[src/rtl/player_motion_ctrl_pkg.sv]
// player_motion_ctrl_pkg: state encoding, key indices and screen/motion constants shared with platformer_display.
package player_motion_ctrl_pkg;
  typedef enum logic [1:0] {ST_IDLE = 2'd0, ST_GROUND = 2'd1, ST_AIR = 2'd2} state_e;
  localparam int KEY_RIGHT = 0;
  localparam int KEY_LEFT = 1;
  localparam int KEY_JUMP = 2;
  localparam logic [9:0] SCREEN_W = 10'd640;
  localparam logic [9:0] PLAYER_W = 10'd16;
  localparam logic [9:0] GROUND_Y = 10'd400;
  localparam logic [9:0] START_X = 10'd32;
  localparam logic [9:0] X_MAX = SCREEN_W - PLAYER_W;
  localparam logic signed [5:0] JUMP_V = 6'sd12;
  localparam logic signed [5:0] GRAVITY = 6'sd1;
  localparam logic signed [5:0] MAX_FALL = 6'sd12;
  localparam logic [9:0] JUMP_Y = GROUND_Y - {4'd0, JUMP_V};
  localparam logic signed [5:0] VY_LAUNCH = GRAVITY - JUMP_V;
endpackage

[src/rtl/player_motion_ctrl_btn_sync_edge.sv]
// btn_sync_edge: 2-flop synchroniser for active-low keys, giving active-high levels and rising-edge pulses.
module btn_sync_edge #(
  parameter int W = 3
) (
  input  logic         clk,
  input  logic         rst_n,
  input  logic [W-1:0] btn_n_i,
  output logic [W-1:0] level_o,
  output logic [W-1:0] rise_o
);
  logic [W-1:0] s1_q, s2_q, prev_q;
  always_ff @(posedge clk or negedge rst_n)
    if (!rst_n) begin
      s1_q <= '1;
      s2_q <= '1;
      prev_q <= '0;
    end else begin
      s1_q <= btn_n_i;
      s2_q <= s1_q;
      prev_q <= level_o;
    end
  assign level_o = ~s2_q;
  assign rise_o = level_o & ~prev_q;
endmodule

[src/rtl/player_motion_ctrl.sv]
// player_motion_ctrl: per-frame ground/air motion sequencer producing the player sprite position.
module player_motion_ctrl
  import player_motion_ctrl_pkg::*;
(
  input  logic       clk,
  input  logic       rst_n,
  input  logic       frame_tick_i,
  input  logic       start_i,
  input  logic [2:0] speed_select_i,
  input  logic [2:0] control_i,
  output logic [9:0] player_x_o,
  output logic [9:0] player_y_o,
  output logic [1:0] state_o,
  output logic       airborne_o,
  output logic       update_done_o
);
  logic [2:0] key, rise;
  logic unused_keys;
  state_e state_q, state_d;
  logic [9:0] x_q, x_d, y_q, y_d, x_hv;
  logic signed [5:0] vy_q, vy_d, vy_sat;
  logic signed [6:0] vy_inc;
  logic signed [10:0] x_r, x_l, y_sum;
  logic [3:0] step;
  logic pend_q, pend_d, done_q, go, idle, landed, right, left;
  btn_sync_edge #(.W(3)) u_sync (
    .clk    (clk),
    .rst_n  (rst_n),
    .btn_n_i(control_i),
    .level_o(key),
    .rise_o (rise)
  );
  assign unused_keys = ^{key[KEY_JUMP], rise[KEY_LEFT], rise[KEY_RIGHT]};
  always_ff @(posedge clk or negedge rst_n)
    if (!rst_n) state_q <= ST_IDLE;
    else state_q <= state_d;
  always_comb
    state_d = !frame_tick_i ? state_q :
              !start_i ? ST_IDLE :
              state_q == ST_IDLE ? ST_GROUND :
              state_q == ST_GROUND ? (pend_q ? ST_AIR : ST_GROUND) :
              landed ? ST_GROUND : ST_AIR;
  always_comb begin
    state_o = state_q;
    airborne_o = state_q == ST_AIR;
  end
  // Sums are widened to 11-bit signed so clamping sees overflow and underflow before truncation
  assign step = {1'b0, speed_select_i} + 4'd1;
  assign x_r = $signed({1'b0, x_q}) + $signed({7'd0, step});
  assign x_l = $signed({1'b0, x_q}) - $signed({7'd0, step});
  assign y_sum = $signed({1'b0, y_q}) + $signed({{5{vy_q[5]}}, vy_q});
  assign vy_inc = $signed({vy_q[5], vy_q}) + $signed({GRAVITY[5], GRAVITY});
  assign vy_sat = vy_inc > $signed({MAX_FALL[5], MAX_FALL}) ? MAX_FALL : vy_inc[5:0];
  assign landed = y_sum >= $signed({1'b0, GROUND_Y});
  assign right = key[KEY_RIGHT] & ~key[KEY_LEFT];
  assign left = key[KEY_LEFT] & ~key[KEY_RIGHT];
  assign x_hv = right ? (x_r > $signed({1'b0, X_MAX}) ? X_MAX : x_r[9:0]) :
                left ? (x_l[10] ? 10'd0 : x_l[9:0]) : x_q;
  assign go = frame_tick_i & start_i & (state_q != ST_IDLE);
  assign idle = (state_q == ST_IDLE) | (frame_tick_i & ~start_i);
  always_comb begin
    x_d = idle ? START_X : go ? x_hv : x_q;
    y_d = idle ? GROUND_Y : !go ? y_q :
          state_q == ST_GROUND ? (pend_q ? JUMP_Y : GROUND_Y) :
          landed ? GROUND_Y : y_sum[9:0];
    vy_d = idle ? 6'sd0 : !go ? vy_q :
           state_q == ST_GROUND ? (pend_q ? VY_LAUNCH : 6'sd0) :
           landed ? 6'sd0 : vy_sat;
    pend_d = (state_q == ST_GROUND) & ((pend_q & ~(frame_tick_i & start_i)) | rise[KEY_JUMP]);
  end
  always_ff @(posedge clk or negedge rst_n)
    if (!rst_n) begin
      x_q <= START_X;
      y_q <= GROUND_Y;
      vy_q <= '0;
      pend_q <= 1'b0;
      done_q <= 1'b0;
    end else begin
      x_q <= x_d;
      y_q <= y_d;
      vy_q <= vy_d;
      pend_q <= pend_d;
      done_q <= frame_tick_i;
    end
  assign player_x_o = x_q;
  assign player_y_o = y_q;
  assign update_done_o = done_q;
endmodule
[config.mk]
export PLATFORM = sky130hd
export DESIGN_NAME = player_motion_ctrl
export DESIGN_NICKNAME = d
export VERILOG_FILES = /design/src/rtl/player_motion_ctrl_pkg.sv /design/src/rtl/player_motion_ctrl_btn_sync_edge.sv /design/src/rtl/player_motion_ctrl.sv
export SDC_FILE = /design/constraint.sdc
export NUM_CORES = 1
export LEC_CHECK = 0
export ABC_AREA = 1
export ABC_CLOCK_PERIOD_IN_PS = 2350
export CAP_MARGIN = 5
export CORE_ASPECT_RATIO = 1.1
export CORE_MARGIN = 1
export CORE_UTILIZATION = 52
export CTS_CLUSTER_DIAMETER = 200
export DETAILED_ROUTE_END_ITERATION = 6
export PLACE_DENSITY = 0.78
export SLEW_MARGIN = 15
export SYNTH_ARGS = -nofsm -noshare
export SYNTH_HDL_FRONTEND = slang
export SYNTH_SLANG_ARGS = --single-unit
export TNS_END_PERCENT = 1
[constraint.sdc]
create_clock -name clk -period 2.35 [get_ports clk]
set_clock_uncertainty 0.2 [all_clocks]
set_input_delay 0.47 -clock clk [delete_from_list [all_inputs] [get_ports clk]]
set_output_delay 0.47 -clock clk [all_outputs]
set_load 0.01 [all_outputs]
======== After elaboration in Yosys (flattened, before gate mapping) ========
Index checks and enable logic that the tools add are counted.
W data, S select, Z words.
word-level totals
  register bits ........................... 39
  bits in latches ......................... 0
  memory bits (writable) .................. 0
  ROM bits ................................ 0
  bits of input ports ..................... 10
  output and inout bits ................... 24
  memories ................................ 0
cells by class
  add/subtract/negate cells ............... 5
  multiply operators ...................... 0
  div/mod/pow operators ................... 0
  order comparisons ....................... 3
  eq/ne operators ......................... 2
  shift-type cells ........................ 0
  mux-type cells .......................... 22
  bitwise operators ....................... 16
  reduce and logical (&&, ||, !) cells .... 5
operators with widths
  kind                    count
  $mux W10                10
  $mux W6                 6
  $add A10 B4 Y11         1
  $add A11 B6 Y11         1
  $ge A11 B10 Y1 const B  1
  $gt A11 B11 Y1 const B  1
  $sub A10 B4 Y11         1
  $mux W2                 5
  $add A6 B2 Y7 const B   1
  $and A1 B1 Y1           7
  $gt A7 B5 Y1 const B    1
  $not A3 Y3              2
  $mux W5                 1
  $add A3 B1 Y4 const B   1
  $not A1 Y1              4
  $reduce_bool A2 Y1      2
  $and A3 B3 Y3           1
  $reduce_bool A3 Y1      1
  $eq A2 B1 Y1 const B    1
  $eq A2 B2 Y1 const B    1
  $logic_not A2 Y1        1
  $or A1 B1 Y1            2
  $reduce_and A2 Y1       1

======== Depth between registers and ports, before layout ========
  depth after elaboration ................. 7
  gate-level depth with buffers ........... 17

======== Modules after synthesis ========
Synthesis repeated with hierarchy kept, for this count alone.
unflattened totals
  cell total of the unflattened synthesis .. 431
  area, all modules ....................... 3,000.4 µm²
modules (own cells, without submodules)
  module              times used  cells an instance  area an instance (µm²)  seq. area each (µm²)
  player_motion_ctrl  1           416                2,745.1                 755.7
  btn_sync_edge       1           15                 255.2                   232.7

======== Worst setup path before layout ========
Ideal clock, no wire load.
  path kind ............................... input-to-reg
  from .................................... input port speed_select_i[0]
  to ...................................... register x_q[6] (netlist: player_x_o[6])
  library setup time ...................... 0.117 ns
  arrival ................................. 2.211 ns
  data required time ...................... 2.033 ns
  path slack .............................. -0.177 ns
  stages on the path ...................... 14
  path buffers ............................ 0
  cell sequence ........................... ha_1 inv_1 fa_1 nand3b_1 nand2_1 nand2_1 o21ai_0 inv_1 nand3_1 nand2_1 nand2_1 nand3_1 nand2_1 nand2_1
on the way
  cells in the longest elaborated chain, start to end .. 7
  elaborated cells on any way between the ends .. 10
  those cells by class .................... add/sub: 3; order compare: 1; mux: 6
ends and longest elaborated chain
  item                                                RTL line                                            RTL
  start: declaration                                  player_motion_ctrl.sv:9                             input logic [2:0] speed_select_i,
  $add A3 B1 Y4 (*)                                   player_motion_ctrl.sv:48                            assign step = {1'b0, speed_select_i} + 4'd1;
  $add A10 B4 Y11 or $sub A10 B4 Y11 (tied branches)  player_motion_ctrl.sv:49, player_motion_ctrl.sv:50
  $gt A11 B11 Y1 or $mux W10 (tied branches)          player_motion_ctrl.sv:57, player_motion_ctrl.sv:58
  $mux W10 (on tied branches)                         player_motion_ctrl.sv:57, player_motion_ctrl.sv:58
  $mux W10 (*)                                        player_motion_ctrl.sv:57                            assign x_hv = right ? (x_r > $signed({1'b0, X_MAX}) ? X_MAX : x_r[9:0]) :
  $mux W10 (*) (2 in a row)                           player_motion_ctrl.sv:62                            x_d = idle ? START_X : go ? x_hv : x_q;
  end signal: assignment                              player_motion_ctrl.sv:73                            x_q <= START_X;
  end signal: assignment                              player_motion_ctrl.sv:79                            x_q <= x_d;
  end: declaration                                    player_motion_ctrl.sv:20                            logic [9:0] x_q, x_d, y_q, y_d, x_hv;
Mark *: on every way between the ends. The rest lies on a longest branch, timed or not. The select of a mux whose other input is x is not followed.
A chain may end at the register's enable or synchronous reset.

======== Worst setup path in the final report ========
  from .................................... input port speed_select_i[1]
  to ...................................... register x_q[0] (netlist: player_x_o[0])
Same word-level chain as after synthesis.

==> metrics.md <==
| Metric | Value |
|---|---|
| Run status | `finished, violations left` |
| Failing checks | `negative setup slack` |
| Proportion of synthesized chip area in sequential cells | `0.313` |
| First-pass GRT wire length | `13800 um` |
| Sort of element at the start of the critical path | `primary input` |
| Slowest stage cell on the critical path | `ha_4` |
| Number of antenna violations at the first check in global routing | `0` |
| Area of the mapped netlist | `3000 um^2` |
| Final setup fails | `19` |
| Overall power after layout | `2.38 mW` |
| Clock root buffer master | `clkbuf_8` |
| I/O pins | `34` |
| WP data required | `2.34 ns` |
| Clk sinks | `37` |
| Most common library cell in the layout ignoring fill and taps | `nand2_1` |
| Number of CTS-inserted buffers | `5` |
| Crit-path max FO | `5` |
| Maximum number of pins on one net before global-route repair | `38` |
| Worst-case vdd ir drop | `0.000446 V` |
| Commonest non-fill, non-tap cells in the layout | `124 x nand2_1, 63 x inv_1, 51 x buf_4, 35 x nand3_1, 31 x nor2_1` |
| Layout cell share with drive strength beyond 1 | `0.287` |
| Worst Tran Pin Value | `0.484 ns` |
| Avg Vias per Cell | `5.36` |
| DRT antenna net count | `0` |
| Static Leakage | `2.16 nW` |
| Post-layout instance area | `4260 um^2` |
| Post-DR wirelength/cell | `14.5 um` |
| H-tree depth | `2` |
| Cell occurring most often along the worst timing path | `nand2_2` |
| RePlAce Congestion | `0.901` |
| Final core utilization | `0.779` |
| Placed cell area | `3750 um^2` |
| Remaining global-route overflow | `0` |
| Category of the most critical setup path | `in2reg` |
| Power per standard cell area | `558 nW/um^2` |
| Final worst path period need | `2.44 ns` |
| Floorplan die area | `6070 um^2` |
| Total number of yosys warnings | `0` |
| Core Footprint | `5470 um^2` |
| Peak clock frequency supported by timing | `410 MHz` |
| Post-layout nets | `563` |
| Critical path data arrival time | `2.43 ns` |
| Remaining DRCs | `0` |
| Hold Worst Slack | `0.00112 ns` |
| DIE HEIGHT | `81.6 um` |
| Number of antenna cells inserted | `0` |
| Synthesized Nets | `476` |
| Worst-Skew Late Latency | `0.30 ns` |
| Sum of net half-perimeters after detailed placement | `5990 um` |
| Smallest setup slack after layout | `-0.0883 ns` |
| Max-slew violation count | `0` |
| Crit path max-delay family | `simple AND/OR/NAND/NOR gates` |
| Initial cell density of the core | `0.548` |
| Gate count of the mapped netlist | `441` |
| Kind of end point of the critical path | `flip-flop` |
| Row cnt | `28` |
| Unrepaired setup endpoints after global routing | `yes` |
| Number of global-route vias before repair | `3078` |
| Non-Filler Instances | `604` |
| Cell chain of the critical path | `buf_6 -> ha_4 -> xnor2_2 -> inv_2 -> ha_4 -> a21oi_4 -> nand2_2 -> nand2_2 -> nand2_2 -> xor2_2 -> nand3_1 -> nand2_2 -> nand3_4 -> nand2_1 -> o21ai_1` |
| Reg-to-reg slack, setup | `-0.08 ns` |
| Number of max-cap violations | `0` |
| TritonCTS clock tree | `done` |
| Delay of the slowest cell on the worst path | `0.28 ns` |
| Count of vias placed by the detailed router | `3240` |
| Global-route usage over all layers | `0.297` |
| Bufs and invs on worst path | `2` |
| Syn-to-layout area delta | `42.0%` |
| Worst-case clock buffer depth | `2` |
| Dominant cell type by area after synthesis | `dfrtp_1` |
| HP Class | `in2async` |
| Number of library cell types mapped by synthesis | `33` |
| Horizontal extent of the die | `74.4 um` |
| Detailed Route WL | `8760 um` |
| Share of the clock period used by the worst path after layout | `1.04` |
| Share of the synthesized area in the top cell type | `0.225` |
| Cts hold-fix bufs | `0` |
| IO buf count | `33` |
| Per-instance average area after synthesis | `6.80 um^2` |
| Clock-pin slew reported for the worst setup and hold paths after clock tree synthesis | `0.08 ns` |
| Number of detailed-routing iterations run before antenna repair | `5` |
| Number of hold violations in the final report | `0` |
| Seq cells post-synth | `37` |
| Cell Count Post-Placement | `586` |
| Violation count after the first detailed-route iteration | `261` |
| Remaining max-slew budget at the tightest pin | `0.677` |
| Largest cells by area after synthesis | `dfrtp_1 23%, nand2_1 18%, ha_1 9.2%` |
==> metal layers <==
layer,share of wire,vias up,global-route usage
met4,0.025,0,0.142
met3,0.049,28,0.0564
li1,-,1578,-
met5,0,-,0
met2,0.52,120,0.518
met1,0.41,1514,0.347
==> final cells by class <==
cell class              instances  area, um^2
clock buffers                   5        68.8
clock inverters                 3        68.8
fillers                       403        1210
inverters                      71         267
multi-input cells             329        2100
flip-flops and latches         37         940
well taps                      75        93.8
repair buffers                 84         714
==> cells by family (layout without fill, tap and decap cells) <==
family | Yosys count | after routing | share of synthesized area
adder cells (fa/ha/maj) | 25 | 25 | 0.112
AO/OA/AOI/OAI | 45 | 45 | 0.0881
XOR/XNOR | 10 | 10 | 0.0317
AND/OR/NAND/NOR | 248 | 249 | 0.357
flip-flops | 37 | 37 | 0.313
buffers and inverters | 76 | 163 | 0.0985
==> report_power, final <==
group / internal (mW) / switching (mW)
sequential: 0.688 / 0.0666
clock: 0.427 / 0.257
combinational: 0.424 / 0.514
==> synthesized netlist by cell type (all sizes together) <==
| library cell | count |
|---|---|
| fa | 3 |
| buf | 3 |
| nor2 | 36 |
| a31oi | 1 |
| nor3 | 4 |
| or2 | 3 |
| xor2 | 6 |
| o21ai | 23 |
| clkbuf | 2 |
| nand4 | 10 |
| o22ai | 1 |
| nand2 | 143 |
| a21oi | 18 |
| o2111ai | 1 |
| inv | 70 |
| xnor2 | 4 |
| dfstp | 10 |
| nand3 | 49 |
| ha | 22 |
| dfrtp | 27 |
| nand3b | 3 |
| clkinv | 1 |
| o211ai | 1 |
==> stage by stage <==
stage / setup slack, ns / TNS [ns]
5_1_grt: -0.174 / -3.17
4_1_cts: -0.00446 / -0.00904
2_1_floorplan: -0.0486 / -0.171
3_5_place_dp: -0.877 / -9.14
3_3_place_gp: -0.786 / -7.50
6_report: -0.0883 / -0.772
==> state kept, by name, summed over array words and instances, names as in the netlist <==
signal         count
u_sync.s2_q        3
update_done_o      1
state_o            2
player_x_o        10
u_sync.prev_q      1
vy_q               6
u_sync.s1_q        3
player_y_o        10
pend_q             1
==> worst reg2reg max path, cell delays in order (launching register included) <==
cell and delay, ns:
dfrtp_1 0.36, ha_2 0.20, inv_2 0.04, fa_2 0.37, inv_2 0.08, nand3_2 0.07
nand2_2 0.09, buf_4 0.13, xnor2_2 0.12, nand3_1 0.10, nand2_1 0.10, nand2_2 0.12
nand3_4 0.16, nand2_2 0.07, nand2_2 0.07, nand2_1 0.04
==> what timing repair did <==
action / in CTS / in global routing
pin swaps: 17 / 20
resized for setup: 43 / 38
setup buffers: 5 / 4
endpoints found under the setup margin: 27 / 28
cloned: 0 / 1
hold endpoints to repair: 0 / 0
==> worst paths after layout <==
| check | start | endpoint | cells after the start |
|---|---|---|---|
| worst min register to register | u_sync.s1_q[0] | u_sync.s2_q[0] | 0 |
| worst min-delay path | rst_n | player_x_o[7] | 2 |
| worst max-delay path | speed_select_i[1] | player_x_o[0] | 15 |
| min in group clk | u_sync.s1_q[0] | u_sync.s2_q[0] | 0 |
| worst max register to register | player_y_o[0] | state_o[0] | 15 |
| max in group asynchronous | rst_n | u_sync.s1_q[1] | 2 |
No activity file was read; power rests on OpenSTA's default activity.
